## src/rtl/video_timing_pkg.sv

```systemverilog
// Shared timing presets and helpers for the raster timing generator.
// Mode constants are grouped per standard so a top-level can pick them by name.
package video_timing_pkg;

  // VGA 640x480 @ 25.175 MHz, negative syncs
  localparam int VGA_H_ACT   = 640;
  localparam int VGA_H_FRONT = 16;
  localparam int VGA_H_SYNC  = 96;
  localparam int VGA_H_BACK  = 48;
  localparam int VGA_V_ACT   = 480;
  localparam int VGA_V_FRONT = 10;
  localparam int VGA_V_SYNC  = 2;
  localparam int VGA_V_BACK  = 33;
  localparam bit VGA_HS_POL  = 1'b0;
  localparam bit VGA_VS_POL  = 1'b0;

  // SVGA 800x600 @ 40 MHz, positive syncs
  localparam int SVGA_H_ACT   = 800;
  localparam int SVGA_H_FRONT = 40;
  localparam int SVGA_H_SYNC  = 128;
  localparam int SVGA_H_BACK  = 88;
  localparam int SVGA_V_ACT   = 600;
  localparam int SVGA_V_FRONT = 1;
  localparam int SVGA_V_SYNC  = 4;
  localparam int SVGA_V_BACK  = 23;
  localparam bit SVGA_HS_POL  = 1'b1;
  localparam bit SVGA_VS_POL  = 1'b1;

  // Game Boy LCD source window
  localparam int GB_WIN_W = 160;
  localparam int GB_WIN_H = 144;

  function automatic int timing_total(input int front, input int sync,
                                      input int back, input int act);
    return front + sync + back + act;
  endfunction

endpackage

```

## src/rtl/scale_axis_counter.sv

```systemverilog
// One axis of the integer-scaled window: source index and phase within a source
// pixel, tracked incrementally and restarted whenever the position hits start_i.
module scale_axis_counter #(
  parameter int CW    = 11,
  parameter int SCALE = 3,
  parameter int LEN   = 160
) (
  input  logic          clk,
  input  logic          rst,
  input  logic          clr_i,
  input  logic          en_i,
  input  logic [CW-1:0] pos_i,
  input  logic [CW-1:0] start_i,
  output logic [7:0]    src_o,
  output logic          phase0_o,
  output logic          in_range_o
);

  localparam logic [2:0]    PHASE_LAST = 3'(SCALE - 1);
  localparam logic [CW-1:0] SPAN       = CW'(LEN * SCALE);

  logic [2:0] phase_q, phase_d, phase_cur;
  logic [7:0] src_q, src_d, src_cur;
  logic       at_start;

  // The stored state describes the current position unless we are at the window
  // edge, which forces a clean restart regardless of what was stored.
  assign at_start  = (pos_i == start_i);
  assign phase_cur = at_start ? 3'd0 : phase_q;
  assign src_cur   = at_start ? 8'd0 : src_q;

  always_comb begin
    phase_d = phase_q;
    src_d   = src_q;
    if (clr_i) begin
      phase_d = 3'd0;
      src_d   = 8'd0;
    end else if (en_i) begin
      if (phase_cur == PHASE_LAST) begin
        phase_d = 3'd0;
        src_d   = src_cur + 8'd1;
      end else begin
        phase_d = phase_cur + 3'd1;
        src_d   = src_cur;
      end
    end
  end

  always_ff @(posedge clk or posedge rst) begin
    if (rst) begin
      phase_q <= 3'd0;
      src_q   <= 8'd0;
    end else begin
      phase_q <= phase_d;
      src_q   <= src_d;
    end
  end

  assign src_o      = src_cur;
  assign phase0_o   = (phase_cur == 3'd0);
  assign in_range_o = (pos_i >= start_i) && (pos_i < start_i + SPAN);

endmodule

```

## src/rtl/video_timing_gen.sv

```systemverilog
// Parametrised raster timing generator with genlock restart and a centred,
// integer-scaled source window. All outputs are registered decodes of h/v counters.
module video_timing_gen
  import video_timing_pkg::*;
#(
  parameter int CW       = 11,
  parameter int H_ACT    = VGA_H_ACT,
  parameter int H_FRONT  = VGA_H_FRONT,
  parameter int H_SYNC   = VGA_H_SYNC,
  parameter int H_BACK   = VGA_H_BACK,
  parameter int V_ACT    = VGA_V_ACT,
  parameter int V_FRONT  = VGA_V_FRONT,
  parameter int V_SYNC   = VGA_V_SYNC,
  parameter int V_BACK   = VGA_V_BACK,
  parameter bit HS_POL   = VGA_HS_POL,
  parameter bit VS_POL   = VGA_VS_POL,
  parameter int WIN_W    = GB_WIN_W,
  parameter int WIN_H    = GB_WIN_H,
  parameter int SCALE    = 3,
  parameter int WIN_X0   = 80,
  parameter int WIN_Y0   = 24,
  parameter int DE_DELAY = 2
) (
  input  logic          clk,
  input  logic          rst,
  input  logic          frame_sync,
  output logic          hs,
  output logic          vs,
  output logic          de,
  output logic          de_dly,
  output logic [CW-1:0] x,
  output logic [CW-1:0] y,
  output logic          win_en,
  output logic [7:0]    win_x,
  output logic [7:0]    win_y,
  output logic          win_grid,
  output logic          line_start,
  output logic          frame_start
);

  localparam int H_TOTAL = timing_total(H_FRONT, H_SYNC, H_BACK, H_ACT);
  localparam int V_TOTAL = timing_total(V_FRONT, V_SYNC, V_BACK, V_ACT);

  localparam logic [CW-1:0] H_LAST     = CW'(H_TOTAL - 1);
  localparam logic [CW-1:0] V_LAST     = CW'(V_TOTAL - 1);
  localparam logic [CW-1:0] H_SYNC_ON  = CW'(H_FRONT);
  localparam logic [CW-1:0] H_SYNC_OFF = CW'(H_FRONT + H_SYNC);
  localparam logic [CW-1:0] V_SYNC_ON  = CW'(V_FRONT);
  localparam logic [CW-1:0] V_SYNC_OFF = CW'(V_FRONT + V_SYNC);
  localparam logic [CW-1:0] H_BLANK    = CW'(H_TOTAL - H_ACT);
  localparam logic [CW-1:0] V_BLANK    = CW'(V_TOTAL - V_ACT);
  localparam logic [1:0][CW-1:0] AXIS_START = {CW'(WIN_Y0), CW'(WIN_X0)};

  generate
    if (WIN_W > 256 || WIN_H > 256 || SCALE < 1 || SCALE > 7 ||
        DE_DELAY < 0 || DE_DELAY > 7 ||
        WIN_X0 < 0 || WIN_Y0 < 0 ||
        WIN_X0 + WIN_W * SCALE > H_ACT || WIN_Y0 + WIN_H * SCALE > V_ACT ||
        H_TOTAL > (1 << CW) || V_TOTAL > (1 << CW)) begin : g_param_err
      $error("video_timing_gen: window does not fit the active area or parameters out of range");
    end
  endgenerate

  logic [CW-1:0] h_q, h_d, v_q, v_d;

  always_comb begin
    h_d = h_q + 1'b1;
    v_d = v_q;
    if (frame_sync) begin
      h_d = '0;
      v_d = '0;
    end else if (h_q == H_LAST) begin
      h_d = '0;
      v_d = (v_q == V_LAST) ? '0 : v_q + 1'b1;
    end
  end

  logic          h_act, v_act;
  logic [CW-1:0] x_c, y_c;

  assign h_act = (h_q >= H_BLANK);
  assign v_act = (v_q >= V_BLANK);
  assign x_c   = (h_act && v_act) ? h_q - H_BLANK : '0;
  assign y_c   = v_act ? v_q - V_BLANK : '0;

  // Axis 0 is X (steps every active pixel), axis 1 is Y (steps once per active line).
  logic [1:0][CW-1:0] axis_pos;
  logic [1:0][7:0]    axis_src;
  logic [1:0]         axis_en, axis_ph0, axis_in;

  assign axis_pos = {y_c, x_c};
  assign axis_en  = {v_act && (h_q == H_LAST), h_act};

  genvar gi;
  generate
    for (gi = 0; gi < 2; gi++) begin : g_axis
      scale_axis_counter #(
        .CW   (CW),
        .SCALE(SCALE),
        .LEN  (gi == 0 ? WIN_W : WIN_H)
      ) u_axis (
        .clk       (clk),
        .rst       (rst),
        .clr_i     (frame_sync),
        .en_i      (axis_en[gi]),
        .pos_i     (axis_pos[gi]),
        .start_i   (AXIS_START[gi]),
        .src_o     (axis_src[gi]),
        .phase0_o  (axis_ph0[gi]),
        .in_range_o(axis_in[gi])
      );
    end
  endgenerate

  logic          hs_d, vs_d, de_d, win_en_d, win_grid_d, line_start_d, frame_start_d;
  logic [CW-1:0] x_d, y_d;
  logic [7:0]    win_x_d, win_y_d;

  always_comb begin
    hs_d          = (h_q >= H_SYNC_ON && h_q < H_SYNC_OFF) ? HS_POL : ~HS_POL;
    vs_d          = (v_q >= V_SYNC_ON && v_q < V_SYNC_OFF) ? VS_POL : ~VS_POL;
    de_d          = h_act && v_act;
    x_d           = x_c;
    y_d           = y_c;
    win_en_d      = de_d && axis_in[0] && axis_in[1];
    win_x_d       = win_en_d ? axis_src[0] : 8'd0;
    win_y_d       = (v_act && axis_in[1]) ? axis_src[1] : 8'd0;
    win_grid_d    = win_en_d && (axis_ph0[0] || axis_ph0[1]);
    // While frame_sync holds the counters at zero the pulses stay quiet; they
    // fire on the first cycle that actually decodes the restarted raster.
    line_start_d  = (h_q == '0) && !frame_sync;
    frame_start_d = line_start_d && (v_q == '0);
  end

  logic          hs_q, vs_q, win_en_q, win_grid_q, line_start_q, frame_start_q;
  logic [CW-1:0] x_q, y_q;
  logic [7:0]    win_x_q, win_y_q;
  logic [DE_DELAY:0] de_sr_q;

  always_ff @(posedge clk or posedge rst) begin
    if (rst) begin
      h_q           <= '0;
      v_q           <= '0;
      hs_q          <= ~HS_POL;
      vs_q          <= ~VS_POL;
      de_sr_q       <= '0;
      x_q           <= '0;
      y_q           <= '0;
      win_en_q      <= 1'b0;
      win_x_q       <= 8'd0;
      win_y_q       <= 8'd0;
      win_grid_q    <= 1'b0;
      line_start_q  <= 1'b0;
      frame_start_q <= 1'b0;
    end else begin
      h_q           <= h_d;
      v_q           <= v_d;
      hs_q          <= hs_d;
      vs_q          <= vs_d;
      de_sr_q[0]    <= de_d;
      for (int i = 1; i <= DE_DELAY; i++) begin
        de_sr_q[i] <= de_sr_q[i-1];
      end
      x_q           <= x_d;
      y_q           <= y_d;
      win_en_q      <= win_en_d;
      win_x_q       <= win_x_d;
      win_y_q       <= win_y_d;
      win_grid_q    <= win_grid_d;
      line_start_q  <= line_start_d;
      frame_start_q <= frame_start_d;
    end
  end

  assign hs          = hs_q;
  assign vs          = vs_q;
  assign de          = de_sr_q[0];
  assign de_dly      = de_sr_q[DE_DELAY];
  assign x           = x_q;
  assign y           = y_q;
  assign win_en      = win_en_q;
  assign win_x       = win_x_q;
  assign win_y       = win_y_q;
  assign win_grid    = win_grid_q;
  assign line_start  = line_start_q;
  assign frame_start = frame_start_q;

endmodule

```

## config.mk

```make
export PLATFORM = sky130hd
export DESIGN_NAME = video_timing_gen
export DESIGN_NICKNAME = d
export VERILOG_FILES = /design/src/rtl/video_timing_pkg.sv /design/src/rtl/scale_axis_counter.sv /design/src/rtl/video_timing_gen.sv
export SDC_FILE = /design/constraint.sdc
export NUM_CORES = 1
export LEC_CHECK = 0
export ABC_AREA = 1
export BUFFER_PORTS_ARGS = -buffer_cell sky130_fd_sc_hd__buf_4
export CORE_MARGIN = 2
export CORE_UTILIZATION = 30
export CTS_BUF_LIST = sky130_fd_sc_hd__clkbuf_4 sky130_fd_sc_hd__clkbuf_8
export DETAILED_ROUTE_END_ITERATION = 6
export SLEW_MARGIN = 10
export SYNTH_ARGS = -nofsm -noshare
export SYNTH_HDL_FRONTEND = slang
export SYNTH_SLANG_ARGS = --single-unit
export TNS_END_PERCENT = 100
```

## constraint.sdc

```tcl
create_clock -name clk -period 2.56 [get_ports clk]
set_clock_uncertainty 0.15 [all_clocks]
set_input_delay 0.256 -clock clk [delete_from_list [all_inputs] [get_ports clk]]
set_output_delay 0.256 -clock clk [all_outputs]
set_load 0.01 [all_outputs]
```

; ---- Word-level counts from Yosys, hierarchy flattened
; Index checks and enable logic that the tools add are counted.
[word_totals]
regBits = 91
word_cells = 89
[classes]
n_addsub = 8
magnitude_cmp = 10
eq_ne = 6
mux = 27
reduce_logical = 21
[ops]
columns = operator, n
row1 = $mux 8, 10
row2 = $mux 11, 7
row3 = $mux 3, 8
row4 = $add 11x1->11 const B, 2
row5 = $eq 11x10->1 const B, 2
row6 = $ge 11x5->1 const B, 2
row7 = $logic_not 11->1, 2
row8 = $add 8x1->8 const B, 2
row9 = $logic_and 1x1->1, 12
row10 = $eq 11x5->1 const B, 1
row11 = $eq 11x7->1 const B, 1
row12 = $ge 11x4->1 const B, 1
row13 = $ge 11x6->1 const B, 1
row14 = $ge 11x7->1 const B, 1
row15 = $ge 11x8->1 const B, 1
row16 = $lt 11x10->1 const B, 1
row17 = $lt 11x4->1 const B, 1
row18 = $lt 11x7->1 const B, 1
row19 = $lt 11x9->1 const B, 1
row20 = $sub 11x6->11 const B, 1
row21 = $sub 11x8->11 const B, 1
row22 = $add 3x1->3 const B, 2
row23 = $eq 3x2->1 const B, 2
row24 = $logic_not 3->1, 2
row25 = other kinds (4), 7

; ---- Depth between registers and ports, before layout
[depth]
word_depth = 9
mapped_depth = 23

; ---- Hierarchy
; From an unflattened synthesis, not the netlist that was laid out.
[unflattened]
hier_cells = 765
area_unflattened_um2 = 5893.2
[modules_own_cells]
columns = module, n_inst, cells_per_inst, area_each_um2, seq_area_each_um2
row1 = video_timing_gen, 1, 393, 3367.0, 1729.2
row2 = scale_axis_counter (g_axis[1].u_axis), 1, 189, 1278.7, 275.3
row3 = scale_axis_counter (g_axis[0].u_axis), 1, 183, 1247.4, 275.3

; ---- Worst setup path after synthesis
; OpenSTA, ideal clock, no wires.
[synth_timing]
path_kind = register to register
from = register h_q[5]
to = register g_axis[0].u_axis.src_q[7]
setup_ns = 0.118
arrival_time_ns = 2.474
path_slack_ns = -0.182
path_stages_with_launch = 18
path_buffers = 1
cell_sequence = dfrtp_1 -> buf_2 -> inv_1 -> ha_1 -> inv_1 -> nand2_1 -> nand2_1 -> xor2_1 -> a21oi_4 -> nor2_2 -> nor2_1 -> inv_1 -> ha_1 -> nand4_2 -> nor2_4 -> nand3_1 -> nand3_1 -> nand2_1
[synth_via]
elab_chain_len = 9
elab_cells_between_ends = 13
cone_classes = 2 x add/sub / 1 x order compare / 2 x eq/ne / 6 x mux / 2 x reduce/logical
[synth_rtl]
columns = item, line
row1 = "start, declared", video_timing_gen.sv:64  ; logic [CW-1:0] h_q, h_d, v_q, v_d;
row2 = "start signal, assigned", video_timing_gen.sv:142  ; h_q <= '0;
row3 = "start signal, assigned", video_timing_gen.sv:156  ; h_q <= h_d;
row4 = $ge 11x8->1, video_timing_gen.sv:81  ; assign h_act = (h_q >= H_BLANK);
row5 = $logic_and 1x1->1, video_timing_gen.sv:83  ; assign x_c = (h_act && v_act) ? h_q - H_BLANK : '0;
row6 = $mux 11, video_timing_gen.sv:83
row7 = $eq 11x7->1, scale_axis_counter.sv:28  ; assign at_start = (pos_i == start_i);
row8 = $mux 8 / $mux 3 (equally long branches), "scale_axis_counter.sv:30, scale_axis_counter.sv:29"
row9 = $add 8x1->8 / $eq 3x2->1 (equally long branches), "scale_axis_counter.sv:41, scale_axis_counter.sv:39"
row10 = $mux 8, scale_axis_counter.sv:39  ; if (phase_cur == PHASE_LAST) begin
row11 = $mux 8, scale_axis_counter.sv:38  ; end else if (en_i) begin
row12 = $mux 8, scale_axis_counter.sv:35  ; if (clr_i) begin
row13 = "end signal, assigned", scale_axis_counter.sv:55  ; src_q <= src_d;
row14 = "end, declared", scale_axis_counter.sv:23  ; logic [7:0] src_q, src_d, src_cur;
; Parallel ways exist; a longest one is shown, timed or not. The select of a mux whose other input is x is not followed.
; A chain may end at the register's enable or synchronous reset.

; ---- Worst setup path after layout
[layout_timing]
from = register v_q[1]
to = register g_axis[0].u_axis.src_q[7]
[layout_via]
elab_chain_len = 9
elab_cells_between_ends = 11
cone_classes = 1 x add/sub / 1 x order compare / 2 x eq/ne / 6 x mux / 1 x reduce/logical
[layout_rtl]
columns = item, line
row1 = "start, declared", video_timing_gen.sv:64
row2 = "start signal, assigned", video_timing_gen.sv:157  ; v_q <= v_d;
row3 = $ge 11x6->1 (*), video_timing_gen.sv:82  ; assign v_act = (v_q >= V_BLANK);
row4 = $logic_and 1x1->1 (*), video_timing_gen.sv:83
row5 = $mux 11 (*), video_timing_gen.sv:83
row6 = named net g_axis[0].u_axis.pos_i[6], scale_axis_counter.sv:12  ; input logic [CW-1:0] pos_i,
row7 = $eq 11x7->1 (*), scale_axis_counter.sv:28
row8 = $mux 8 / $mux 3 (equally long branches), "scale_axis_counter.sv:30, scale_axis_counter.sv:29"
row9 = $add 8x1->8 / $eq 3x2->1 (equally long branches), "scale_axis_counter.sv:41, scale_axis_counter.sv:39"
row10 = $mux 8 (*), scale_axis_counter.sv:39
row11 = $mux 8 (*), scale_axis_counter.sv:38
row12 = $mux 8 (*), scale_axis_counter.sv:35
; The timed path passes the listed nets; every way through them passes the cells marked *. The select of a mux whose other input is x is not followed.

==> flow_summary.yaml <==
cts:
  clk_path_buf_depth: 2
  clkLatencyLatePin_ns: 0.39
  cts_tree: "built"
  cts.sink_count: 91
  h-tree-depth: 3
  cts.clk_slew.worst_paths_ns: 0.09
  cts_made_buffers: 9
  root_buffer: "clkbuf_8"
layout:
  stdcell_count: 915
  syn_to_final_growth_pct: 33.4
  finalInstanceArea_sq_um: 6340
  antennaDiodeCount: 0
  layout.nets: 712
  final.fill_count: 1627
  drive_gt1_frac: 0.361
place:
  dp_hpwl_mm: 8.41
  numPortBuffers: 48
  post_dp_cell_area_sq_um: 5820
  gp_congestion: 0.918
  placedCellCount: 883
critical_path:
  cp_slowest_cell: "dfrtp_1"
  r2r-start: "v_q[1]$_DFFE_PP0P_"
  cp-startpoint: "v_q[1]$_DFFE_PP0P_"
  max_stage_delay_ns: 0.41
  worstPathArrival_ns: 2.68
  crit_top_cell: "nor2_4"
  crit_family: "simple AND/OR/NAND/NOR gates"
  crit_fanout: 7
  r2r_slack_ns: 0.06
  worstSetupEndpoint: "g_axis[0].u_axis.src_q[7]$_DFFE_PP0P_"
  ff2ff_path_depth: 19
  worstReg2RegEnd: "g_axis[0].u_axis.src_q[7]$_DFFE_PP0P_"
  crit_chain: "inv_2, ha_4, nand3_4, nor2_4, nor2_2, nand2_4, nand2_4, nor2_4, nand3_2, nor2_4, nor2_2, inv_2, ha_4, nand4_4, nor2_4, nand2_1, nand2_1, nand3_1, nand2_1"
  worst-path-buf-inv: 2
  cp_num_cells: 19
  path_class: "flip-flop to flip-flop"
  end_kind: "flip-flop"
  critical_path_required_ns: 2.73
  critPathLaunchType: "flip-flop"
routing:
  wl_per_cell_um: 12.6
  drt_iter0_markers: 309
  wl_mm: 11.5
  drc_errors: 0
  dr.pass1.iters: 4
  via_per_inst: 4.41
  via_count: 4038
  final_antenna_net_count: 0
sta:
  max_clock_freq_mhz: 399
  hold_viol_final: 0
  fin_crit_sh: 0.978
  post-route-min-period_ns: 2.50
  worstMarginPinSlew_ns: 0.422
  final_max_slew_viol_count: 0
  rsz0062_at_grt: "true"
  slew_headroom: 0.716
  setup_viol: 0
power_and_ir_drop:
  p_int_mw: 1.98
  p_per_area_nw_per_um2: 411
  p_leak_nw: 3.17
  power_frac_seq: 0.558
  p_sw_frac: 0.239
  p_switching_uw: 623
  irDropWorstVdd_mv: 0.238
  comb_power_share: 0.054
  clockPowerShare: 0.388
logic_synthesis:
  netlist_instances: 569
  synth_nets: 587
  yosysUniqueCellTypes: 42
  ys_ff_latch: 91
  synth_area_per_cell_sq_um: 8.36
  synth_area_sq_um: 4760
  seq_area_frac_synth: 0.479
  synth_warnings: 0
die:
  rows: 46
  die_w_um: 130
  core_sq_um: 15700
  die_area_sq_um: 16900
  die_y_um: 130
  start_util: 0.303
  io_pins: 49
grt:
  overflow: 0
  antenna_found_initial: 0
  grt_pass1_vias: 3868
  grt.total_usage: 0.141
  grt_start_max_net_pins: 65
  grt_pass1_wl_mm: 18.9
job:
  cap_violations: 0
worst_hold_path:
  hp-class: "input pin to flip-flop"
status:
  status: "completed"
==> cells by family after synthesis <==
family | share of synthesized area
simple gates | 0.309
flops | 0.479
buf+inv | 0.0779
compound gates | 0.0797
fa+ha+maj | 0.0395
xor+xnor | 0.0147
==> layout make-up <==
type                            instances  area, sq um  area share
Multi-Input combinational cell        390         2330       0.368
Sequential cell                        91         2280       0.360
Timing Repair Buffer                  122          955       0.150
Inverter                               80          304      0.0479
Tap cell                              216          270      0.0426
Clock buffer                           11          145      0.0229
Clock inverter                          5         52.6     0.00828
==> state kept, by name (all words and copies together), names as in the netlist, 3 cells and up <==
name                   count
g_axis.u_axis.src_q       16
h_q                       11
v_q                       11
x                         11
y                         11
win_x                      8
win_y                      8
g_axis.u_axis.phase_q      6
de_sr_q                    3
==> Yosys cell counts (all sizes together) <==
master | number | area share
a211oi | 2 | 0.0032
a21oi | 18 | 0.021
a22oi | 2 | 0.0032
a2bb2oi | 1 | 0.0018
a31o | 1 | 0.0018
a31oi | 3 | 0.0039
and3b | 1 | 0.0018
buf | 7 | 0.014
clkbuf | 1 | 0.00079
clkinv | 1 | 0.00079
dfrtp | 89 | 0.47
dfstp | 2 | 0.011
ha | 15 | 0.039
inv | 79 | 0.062
nand2 | 137 | 0.13
nand3 | 41 | 0.048
nand3b | 3 | 0.0047
nand4 | 7 | 0.012
nor2 | 93 | 0.093
nor3 | 15 | 0.017
nor4 | 4 | 0.0053
o2111ai | 1 | 0.0018
o211ai | 1 | 0.0016
o21ai | 29 | 0.031
o22ai | 5 | 0.0066
o31ai | 2 | 0.0032
or3b | 1 | 0.0018
xnor2 | 2 | 0.0037
xor2 | 6 | 0.011
==> cell usage in the layout, fill, tap and decap left out, drive strengths merged, types with 3 or more instances in the layout <==
cell / instances
dfrtp: 89
buf: 121
inv: 78
nand3: 41
o22ai: 5
clkinv: 4
ha: 15
nand4: 7
nor4: 4
nand3b: 3
clkbuf: 11
o21ai: 29
nor2: 93
nand2: 137
xor2: 6
a31oi: 3
a21oi: 18
nor3: 15
==> worst reg2reg max path, cell delays in order, from the launching register on <==
cell and delay [ns]:
dfrtp_1 0.41, inv_2 0.10, ha_4 0.15, nand3_4 0.07, nor2_4 0.12, nor2_2 0.05
nand2_4 0.12, nand2_4 0.08, nor2_4 0.13, nand3_2 0.09, nor2_4 0.12, nor2_2 0.05
inv_2 0.08, ha_4 0.18, nand4_4 0.10, nor2_4 0.17, nand2_1 0.07, nand2_1 0.06
nand3_1 0.06, nand2_1 0.07
==> metrics by stage <==
step | hold WS, ns | setup slack, ns | utilization | TNS [ns] | power, mW
6_report | 0.0132 | 0.0558 | 0.404 | 0 | 2.61
5_1_grt | 0.0153 | -0.123 | 0.404 | -1.36 | 2.70
4_1_cts | 0.00269 | 0.0118 | 0.385 | 0 | 2.62
3_5_place_dp | 0.0536 | -0.0659 | 0.370 | -0.267 | 1.60
3_3_place_gp | 0.0542 | -0.0112 | 0.370 | -0.0113 | 1.60
2_1_floorplan | 0.181 | 0.00355 | - | 0 | 1.55
==> worst min-delay path by stage <==
stage / start / depth (start not counted) / to
6_report: frame_sync / 2 / h_q[2]$_DFF_PP0_
5_1_grt: frame_sync / 2 / h_q[2]$_DFF_PP0_
4_1_cts: frame_sync / 2 / h_q[2]$_DFF_PP0_
3_5_place_dp: rst / 2 / g_axis[1].u_axis.src_q[6]$_DFFE_PP0P_
3_3_place_gp: rst / 2 / g_axis[1].u_axis.src_q[6]$_DFFE_PP0P_
2_1_floorplan: de_sr_q[1]$_DFF_PP0_ / 0 / de_sr_q[2]$_DFF_PP0_
==> power by group through the flow <==
stage | sequential [mW] | combinational, mW | clock, mW
floorplan | 1.48 | 0.0649 | 0
global placement | 1.48 | 0.121 | 0
detailed placement | 1.48 | 0.121 | 0
CTS | 1.45 | 0.126 | 1.04
global route | 1.46 | 0.159 | 1.09
finish | 1.45 | 0.141 | 1.01
==> repair_timing <==
action                                  4_1_cts  5_1_grt
pin swaps                                     2       32
resized for setup                             4       52
hold buffers                                  1        0
endpoints found under the hold margin        89        0
cloned                                        0        0
setup buffers                                 1       14
endpoints found under the setup margin       11       35
==> per-layer routing <==
layer / wire length, um / global-route usage / vias up
met3: 422 / 0.0258 / 15
met5: 0 / 0 / -
met2: 5470 / 0.222 / 76
met4: 208 / 0.0601 / 0
met1: 5440 / 0.191 / 1881
li1: - / - / 2066
Power figures use the tool's default switching activity.
